## src/rtl/jtag_scan_master.sv

```systemverilog
// JTAG scan master: drives tck/tms/tdi at half the clk rate, walks the TAP through
// an IR or DR scan of up to MAX_LEN bits and captures tdo into rx_data.
module jtag_scan_master #(
    parameter int MAX_LEN = 8,
    parameter int LEN_W   = 4  // must hold MAX_LEN and be at least 3
) (
    input  logic               clk,
    input  logic               reset,
    input  logic               start,
    input  logic               is_ir,
    input  logic [LEN_W-1:0]   length,
    input  logic [MAX_LEN-1:0] tx_data,
    input  logic               tdo,
    output logic               tck,
    output logic               tms,
    output logic               tdi,
    output logic [MAX_LEN-1:0] rx_data,
    output logic               busy,
    output logic               done,
    output logic [2:0]         dbg_state
);

    typedef enum logic [2:0] {
        INIT  = 3'd0,
        IDLE  = 3'd1,
        PRE   = 3'd2,
        SHIFT = 3'd3,
        POST  = 3'd4,
        DONE  = 3'd5
    } state_t;

    // Handshake: start is taken only in IDLE (busy=0); busy then stays high until the
    // scan finishes, done pulses for one clk with busy low, and rx_data is then valid.
    state_t             state, state_n;
    logic [LEN_W-1:0]   cnt, cnt_n;
    logic [LEN_W-1:0]   len_q, len_n;
    logic               ir_q, ir_n;
    logic [MAX_LEN-1:0] tx_q, tx_n;
    logic [MAX_LEN-1:0] rx_n;
    logic               tck_n, tms_n, tdi_n, busy_n, done_n;
    logic [LEN_W-1:0]   len_clamp;
    logic [LEN_W-1:0]   pre_last;

    assign len_clamp = (length > LEN_W'(MAX_LEN)) ? LEN_W'(MAX_LEN) : length;
    assign pre_last  = ir_q ? LEN_W'(3) : LEN_W'(2);
    assign dbg_state = state;

    always_ff @(posedge clk or posedge reset) begin
        if (reset) begin
            state   <= INIT;
            cnt     <= '0;
            len_q   <= '0;
            ir_q    <= 1'b0;
            tx_q    <= '0;
            rx_data <= '0;
            tck     <= 1'b0;
            tms     <= 1'b1;
            tdi     <= 1'b0;
            busy    <= 1'b1;
            done    <= 1'b0;
        end else begin
            state   <= state_n;
            cnt     <= cnt_n;
            len_q   <= len_n;
            ir_q    <= ir_n;
            tx_q    <= tx_n;
            rx_data <= rx_n;
            tck     <= tck_n;
            tms     <= tms_n;
            tdi     <= tdi_n;
            busy    <= busy_n;
            done    <= done_n;
        end
    end

    // tck=0 is the L phase; the edge ending an H phase samples tdo and sets up the next period.
    always_comb begin
        state_n = state;
        cnt_n   = cnt;
        len_n   = len_q;
        ir_n    = ir_q;
        tx_n    = tx_q;
        rx_n    = rx_data;
        tck_n   = tck;
        tms_n   = tms;
        tdi_n   = tdi;
        busy_n  = busy;
        done_n  = 1'b0;
        case (state)
            INIT: begin
                if (!tck) begin
                    tck_n = 1'b1;
                end else begin
                    tck_n = 1'b0;
                    if (cnt == LEN_W'(5)) begin
                        state_n = IDLE;
                        cnt_n   = '0;
                        tms_n   = 1'b0;
                        busy_n  = 1'b0;
                    end else begin
                        cnt_n = cnt + LEN_W'(1);
                        tms_n = (cnt < LEN_W'(4));
                    end
                end
            end
            IDLE: begin
                if (start) begin
                    state_n = PRE;
                    cnt_n   = '0;
                    ir_n    = is_ir;
                    len_n   = len_clamp;
                    tx_n    = tx_data;
                    rx_n    = '0;
                    busy_n  = 1'b1;
                    tms_n   = (len_clamp != '0);
                end
            end
            PRE: begin
                if (len_q == '0) begin
                    state_n = DONE;
                    tms_n   = 1'b0;
                    busy_n  = 1'b0;
                    done_n  = 1'b1;
                end else if (!tck) begin
                    tck_n = 1'b1;
                end else begin
                    tck_n = 1'b0;
                    if (cnt == pre_last) begin
                        state_n = SHIFT;
                        cnt_n   = '0;
                        tms_n   = (len_q == LEN_W'(1));
                        tdi_n   = tx_q[0];
                        tx_n    = tx_q >> 1;
                    end else begin
                        cnt_n = cnt + LEN_W'(1);
                        tms_n = ir_q && (cnt == '0);
                    end
                end
            end
            SHIFT: begin
                if (!tck) begin
                    tck_n = 1'b1;
                end else begin
                    tck_n = 1'b0;
                    for (int i = 0; i < MAX_LEN; i++) begin
                        if (cnt == LEN_W'(i)) rx_n[i] = tdo;
                    end
                    if (cnt == len_q - LEN_W'(1)) begin
                        state_n = POST;
                        cnt_n   = '0;
                        tms_n   = 1'b1;
                        tdi_n   = 1'b0;
                    end else begin
                        cnt_n = cnt + LEN_W'(1);
                        tms_n = (cnt + LEN_W'(1) == len_q - LEN_W'(1));
                        tdi_n = tx_q[0];
                        tx_n  = tx_q >> 1;
                    end
                end
            end
            POST: begin
                if (!tck) begin
                    tck_n = 1'b1;
                end else begin
                    tck_n = 1'b0;
                    tms_n = 1'b0;
                    if (cnt == LEN_W'(1)) begin
                        state_n = DONE;
                        cnt_n   = '0;
                        busy_n  = 1'b0;
                        done_n  = 1'b1;
                    end else begin
                        cnt_n = LEN_W'(1);
                    end
                end
            end
            DONE: begin
                state_n = IDLE;
            end
            default: begin
                state_n = INIT;
            end
        endcase
    end

endmodule

```

## config.mk

```make
export PLATFORM = sky130hd
export DESIGN_NAME = jtag_scan_master
export DESIGN_NICKNAME = d
export VERILOG_FILES = /design/src/rtl/jtag_scan_master.sv
export SDC_FILE = /design/constraint.sdc
export NUM_CORES = 1
export LEC_CHECK = 0
export CORE_MARGIN = 2
export CORE_UTILIZATION = 50
export CTS_CLUSTER_DIAMETER = 60
export DETAILED_ROUTE_END_ITERATION = 6
export GPL_ROUTABILITY_DRIVEN = 0
export PLACE_DENSITY = 0.75
export REMOVE_ABC_BUFFERS = 1
export SYNTH_ARGS = -nofsm -noshare
export SYNTH_HDL_FRONTEND = slang
export SYNTH_SLANG_ARGS = --single-unit
```

## constraint.sdc

```tcl
create_clock -name clk -period 3.1 [get_ports clk]
set_input_delay 0.62 -clock clk [delete_from_list [all_inputs] [get_ports clk]]
set_output_delay 0.62 -clock clk [all_outputs]
set_load 0.02 [all_outputs]
```

After elaboration in Yosys (flattened, before gate mapping). Index checks and enable logic that the tools add are counted.

$lt $le $gt $ge: 2. Multiplexer cells: 72. Reduce and logical (&&, ||, !) cells: 28. Add/sub/neg operators: 2. Eq/ne operators: 38. Multipliers: 0. Shift operators: 0. Div/mod/pow operators: 0. Bitwise operators: 0.

Operators with widths (number): $mux W8 (8); $mux W4 (10); $ne A2 B2 Y1 const B (20); $mux W1 (35); $reduce_and A4 Y1 (8); $mux W3 (10); $pmux W8 S3 (1); $reduce_and A7 Y1 (3); $pmux W4 S5 (1); $pmux W3 S6 (1); $eq A4 B3 Y1 const B (4); $pmux W8 S2 (1); $reduce_and A9 Y1 (1); $eq A4 B1 Y1 const B (2); $eq A4 B2 Y1 const B (2); $eq A4 B4 Y1 (2); $logic_not A4 Y1 (2); $reduce_bool A4 Y1 (2); $eq A3 B2 Y1 const B (2); $eq A3 B3 Y1 const B (2); $ne A3 B3 Y1 const B (2); $pmux W1 S2 (3); $reduce_and A6 Y1 (1); $reduce_bool A2 Y1 (3); 15 further kinds (16).

Output and inout port bits: 16. Memories: 0. Memory bits (writable): 0. Bits in latches: 0. Memory bits (read-only): 0. Input bits: 17. Flip-flop bits (word level): 33.

Depth between registers and ports, before layout.
Depth in word-level cells: 6. Depth in mapped cells: 9. Depth with buffers taken out: 8.

Least setup slack after synthesis. No wires, ideal clock.

Kind: reg2reg. From: register len_q[0]. To: register tms. Cell stages (with the launch flop): 8. Path slack: 1.135 ns. Data required time: 3.006 ns. Arrival time: 1.871 ns. Period minus slack after synthesis: 1.965 ns. Path through: dfrtp_1 inv_1 ha_1 xor2_2 xnor2_2 xnor2_1 or4_1 a311oi_1.

Longest elaborated chain between the ends: 5.

Ends and longest elaborated chain: start: declaration (RTL line 36) `logic [LEN_W-1:0] len_q, len_n;`; start signal: assignment (RTL line 64) `len_q <= len_n;`; $sub A4 B1 Y4 / $eq A4 B1 Y1 (equally long branches) (RTL line 148, 155, 131); $eq A4 B4 Y1, or another cell as far along (RTL line 155) `tms_n = (cnt + LEN_W'(1) == len_q - LEN_W'(1));`; $mux W1, on equally long branches (RTL line 148, 124); $mux W1, on equally long branches (RTL line 141, 119); $pmux W1 S5 (RTL line 89) `case (state)`; end signal: assignment (RTL line 69) `tms <= tms_n;`; end: declaration (RTL line 15) `output logic tms,`.

Parallel ways exist; a longest one is shown, timed or not. The select of a mux whose other input is x is not followed. A chain may end at the register's enable or synchronous reset.

Final worst setup path.
From: register state[2], in the netlist dbg_state[2]. To: output port dbg_state[2].

RTL lines: start: declaration (RTL line 34) `state_t state, state_n;`; start signal: assignment (RTL line 62) `state <= state_n;`; end: declaration (RTL line 20) `output logic [2:0] dbg_state`.

No word-level cell between the ends.

==> reports/results.tsv <==
stage	metric	value	unit
die	initial_core_util	53.1	%
die	ioPinCount	33	
cts	clk_pin_slew	60	ps
grt	grt_pass1_wl	8770	um
critical_path	r2r_setup_slack	770	ps
logic_synthesis	synthCells	243	
timing	tightest_slew	755	ps
cts	cts_inserted_buffers	5	
timing	fmax	0.421	GHz
critical_path	reg2reg_from	len_q[0]$_DFFE_PP0P_	
cts	postCtsHoldBufs	0	
status	status	finished, final reports clean	
logic_synthesis	synth_area	2170	um^2
cts	insertion_delay	290	ps
grt	antenna_found_initial	0	
pwr	power.leakage	1.13	nW
grt	first_global_vias	1773	
die	coreArea	4090	um^2
routing	drt-initial-drc-count	272	
placed_design	place.port_buffers	32	
cts	cts-root-buf	clkbuf_8	
routing	dr_total_vias	1870	
critical_path	cpMaxStageDelayCell	dfrtp_1	
logic_synthesis	ys_types	50	
placed_design	dpl.cell_count	318	
logic_synthesis	synthTopCellsByCount	31 x dfrtp_1, 30 x nand2_1, 21 x a21oi_1	
placed_design	dpl_cell_area	2520	um^2
cts	ctsResizeCount	0	
placed_design	dpl.hpwl	3690	um
logic_synthesis	avgSynthCellArea	8.92	um^2
critical_path	startpoint	dbg_state[2]$_DFFE_PP0P_	
critical_path	r2r-end	tx_q[2]$_DFFE_PP0P_	
critical_path	critPathCaptureType	output pin	
die	die_height	69.9	um
timing	post-route-period-util	76.6	%
pwr	power_density	1180	nW/um^2
timing	skew	8.13	ps
grt	grt_max_degree	21	
logic_synthesis	synthFlopType	dfrtp_1	
critical_path	required	2480	ps
layout	fill_cells	377	
die	floorplan.die_area	4880	um^2
critical_path	start_kind	flip-flop	
critical_path	critical-path-top-delay-family	flip-flops	
critical_path	slowest_delay	740	ps
hold_path	hold_path.class	flip-flop to flip-flop	
logic_synthesis	synth.most_common_cell	dfrtp_1	
layout	final_area	2610	um^2
timing	fin_setup_tns	0	ps
layout	nets	299	
layout	drive_above_1_share	12.0	%
die	rows	23	
hold_path	min_delay_path_depth	2	
timing	setup_viol	0	
hold_path	hp-start	tx_q[0]$_DFFE_PP0P_	
cts	clockBufferDepth	2	
critical_path	crit_arrival	1750	ps
routing	vias_per_cell	5.74	
critical_path	path_buf_inv	1	
critical_path	path_max_fanout	20	
timing	min_period	2370	ps
cts	cts_tree	yes	
logic_synthesis	synthArstFlopShare	100	%
routing	firstDrtPassIters	5	
layout	antennaDiodeCount	0	
placed_design	dp_slack	597	ps
logic_synthesis	yosysTopAreaCell	dfrtp_1	
layout	layoutNonFillerInstCount	326	
cts	cts_htree_levels	2	
logic_synthesis	synth_area_leaders	dfrtp_1 36%, nand2_1 5.2%, a21oi_1 4.8%	
logic_synthesis	synth_edf_count	0	
critical_path	setup.worst_path.class	flip-flop to output pin	
cts	cts_setup_buffers	0	
logic_synthesis	synth_top_area_share	35.8	%
routing	finalWirelength	5000	um
routing	wl_per_cell	15.3	um
layout	area_growth_syn_to_layout	20.5	%
critical_path	r2r_cells	7	
hold_path	whs_endpoint	tx_q[0]$_DFFE_PP0P_	
cts	cts_num_sinks	33	
timing	hold_viol	0	
logic_synthesis	seq_area_frac_synth	38.2	%
grt	overflow	0	
job	drv_cap	0	
die	fp.dieW	69.9	um
timing	rsz0062_at_grt	no	
pwr	ir_drop	0.000477	V
routing	route.detailed.drc	0	
routing	antenna_left	0	
critical_path	path_cells	clkdlybuf4s50_1	
grt	grt_usage	22.4	%
timing	layout_setup_ws	726	ps
timing	relSlewSlack	49.6	%
logic_synthesis	ys_ff_latch	33	
logic_synthesis	ys_warn_count	0	
timing	slew_violations	0	
sequential cells by signal (all words and copies together) (netlist names):
| signal | flops |
|---|---|
| tck | 1 |
| ir_q | 1 |
| rx_data | 8 |
| busy | 1 |
| tx_q | 8 |
| done | 1 |
| tms | 1 |
| cnt | 4 |
| dbg_state | 3 |
| len_q | 4 |
| tdi | 1 |
cell type report:
type	instances	area (um^2)	area share (%)
timing repair buffer	38	365	14.0
multi-input combinational	187	1230	47.1
tap	50	62.6	2.39
clock buffer	8	90.1	3.45
inverter	10	37.5	1.44
sequential	33	828	31.7
logic make-up (layout without fill, tap and decap cells):
family | Yosys count | after routing | share of synthesized area (%)
AND/OR/NAND/NOR | 84 | 84 | 18.8
AO/OA/AOI/OAI | 66 | 66 | 18.9
flip-flops | 33 | 33 | 38.2
buffers and inverters | 23 | 56 | 5.08
multiplexers | 18 | 18 | 8.77
XOR/XNOR | 12 | 12 | 6.23
adder cells (fa/ha/maj) | 7 | 7 | 4.04
through the flow:
step / power (mW) / hold slack [ps] / utilization [%]
after floorplan: 2.16 / 438 / -
after global placement: 2.69 / 462 / 61.8
after detailed placement: 2.72 / 466 / 61.8
after CTS: 3.07 / 483 / 64.0
after global routing: 3.33 / 520 / 64.0
final: 3.08 / 480 / 64.0
worst max path at each step:
stage	slack [ps]	cells past startpoint	endpoint
after floorplan	940	6	cnt[2]$_DFFE_PP0P_
after global placement	620	7	cnt[2]$_DFFE_PP0P_
after detailed placement	600	7	cnt[3]$_DFFE_PP0P_
after CTS	720	1	dbg_state[2]
after global routing	530	7	tx_q[4]$_DFFE_PP0P_
final	730	1	dbg_state[2]
worst reg2reg max path, cell delays in order, from the launching register on:
cell,delay (ps)
dfrtp_1,440
inv_1,110
ha_1,240
xor2_2,190
xnor2_2,240
nand4_1,250
a21oi_2,530
o21ai_0,180
power by group:
part / internal, mW / switching, mW / total (mW)
Clock: 0.181 / 0.157 / 0.338
Combinational: 0.838 / 1.05 / 1.88
Sequential: 0.623 / 0.234 / 0.857
per-layer routing:
metal  share of wire (%)  wire length [um]  GRT usage [%]
met5                   0                 0              0
met4                 1.2                60           6.62
met3                 6.5               327           4.33
met2                  46              2290           34.2
met1                  46              2320           32.3
cells in the final DEF (no fill, tap or decap), drive strengths merged, types with 3 or more instances in the layout:
cell type | Yosys | layout
a21oi | 22 | 22
a22oi | 4 | 4
a311oi | 4 | 4
and3 | 4 | 4
buf | 9 | 6
clkbuf | 4 | 8
clkdlybuf4s50 | 0 | 32
dfrtp | 31 | 31
ha | 7 | 7
inv | 10 | 10
mux2 | 8 | 8
mux2i | 10 | 10
nand2 | 30 | 30
nand2b | 4 | 4
nand3 | 3 | 3
nand3b | 3 | 3
nor2 | 21 | 21
nor2b | 5 | 5
nor3 | 6 | 6
o2111ai | 3 | 3
o21ai | 19 | 19
xnor2 | 9 | 9
xor2 | 3 | 3
Note: power is estimated with default switching activity, not from simulation.
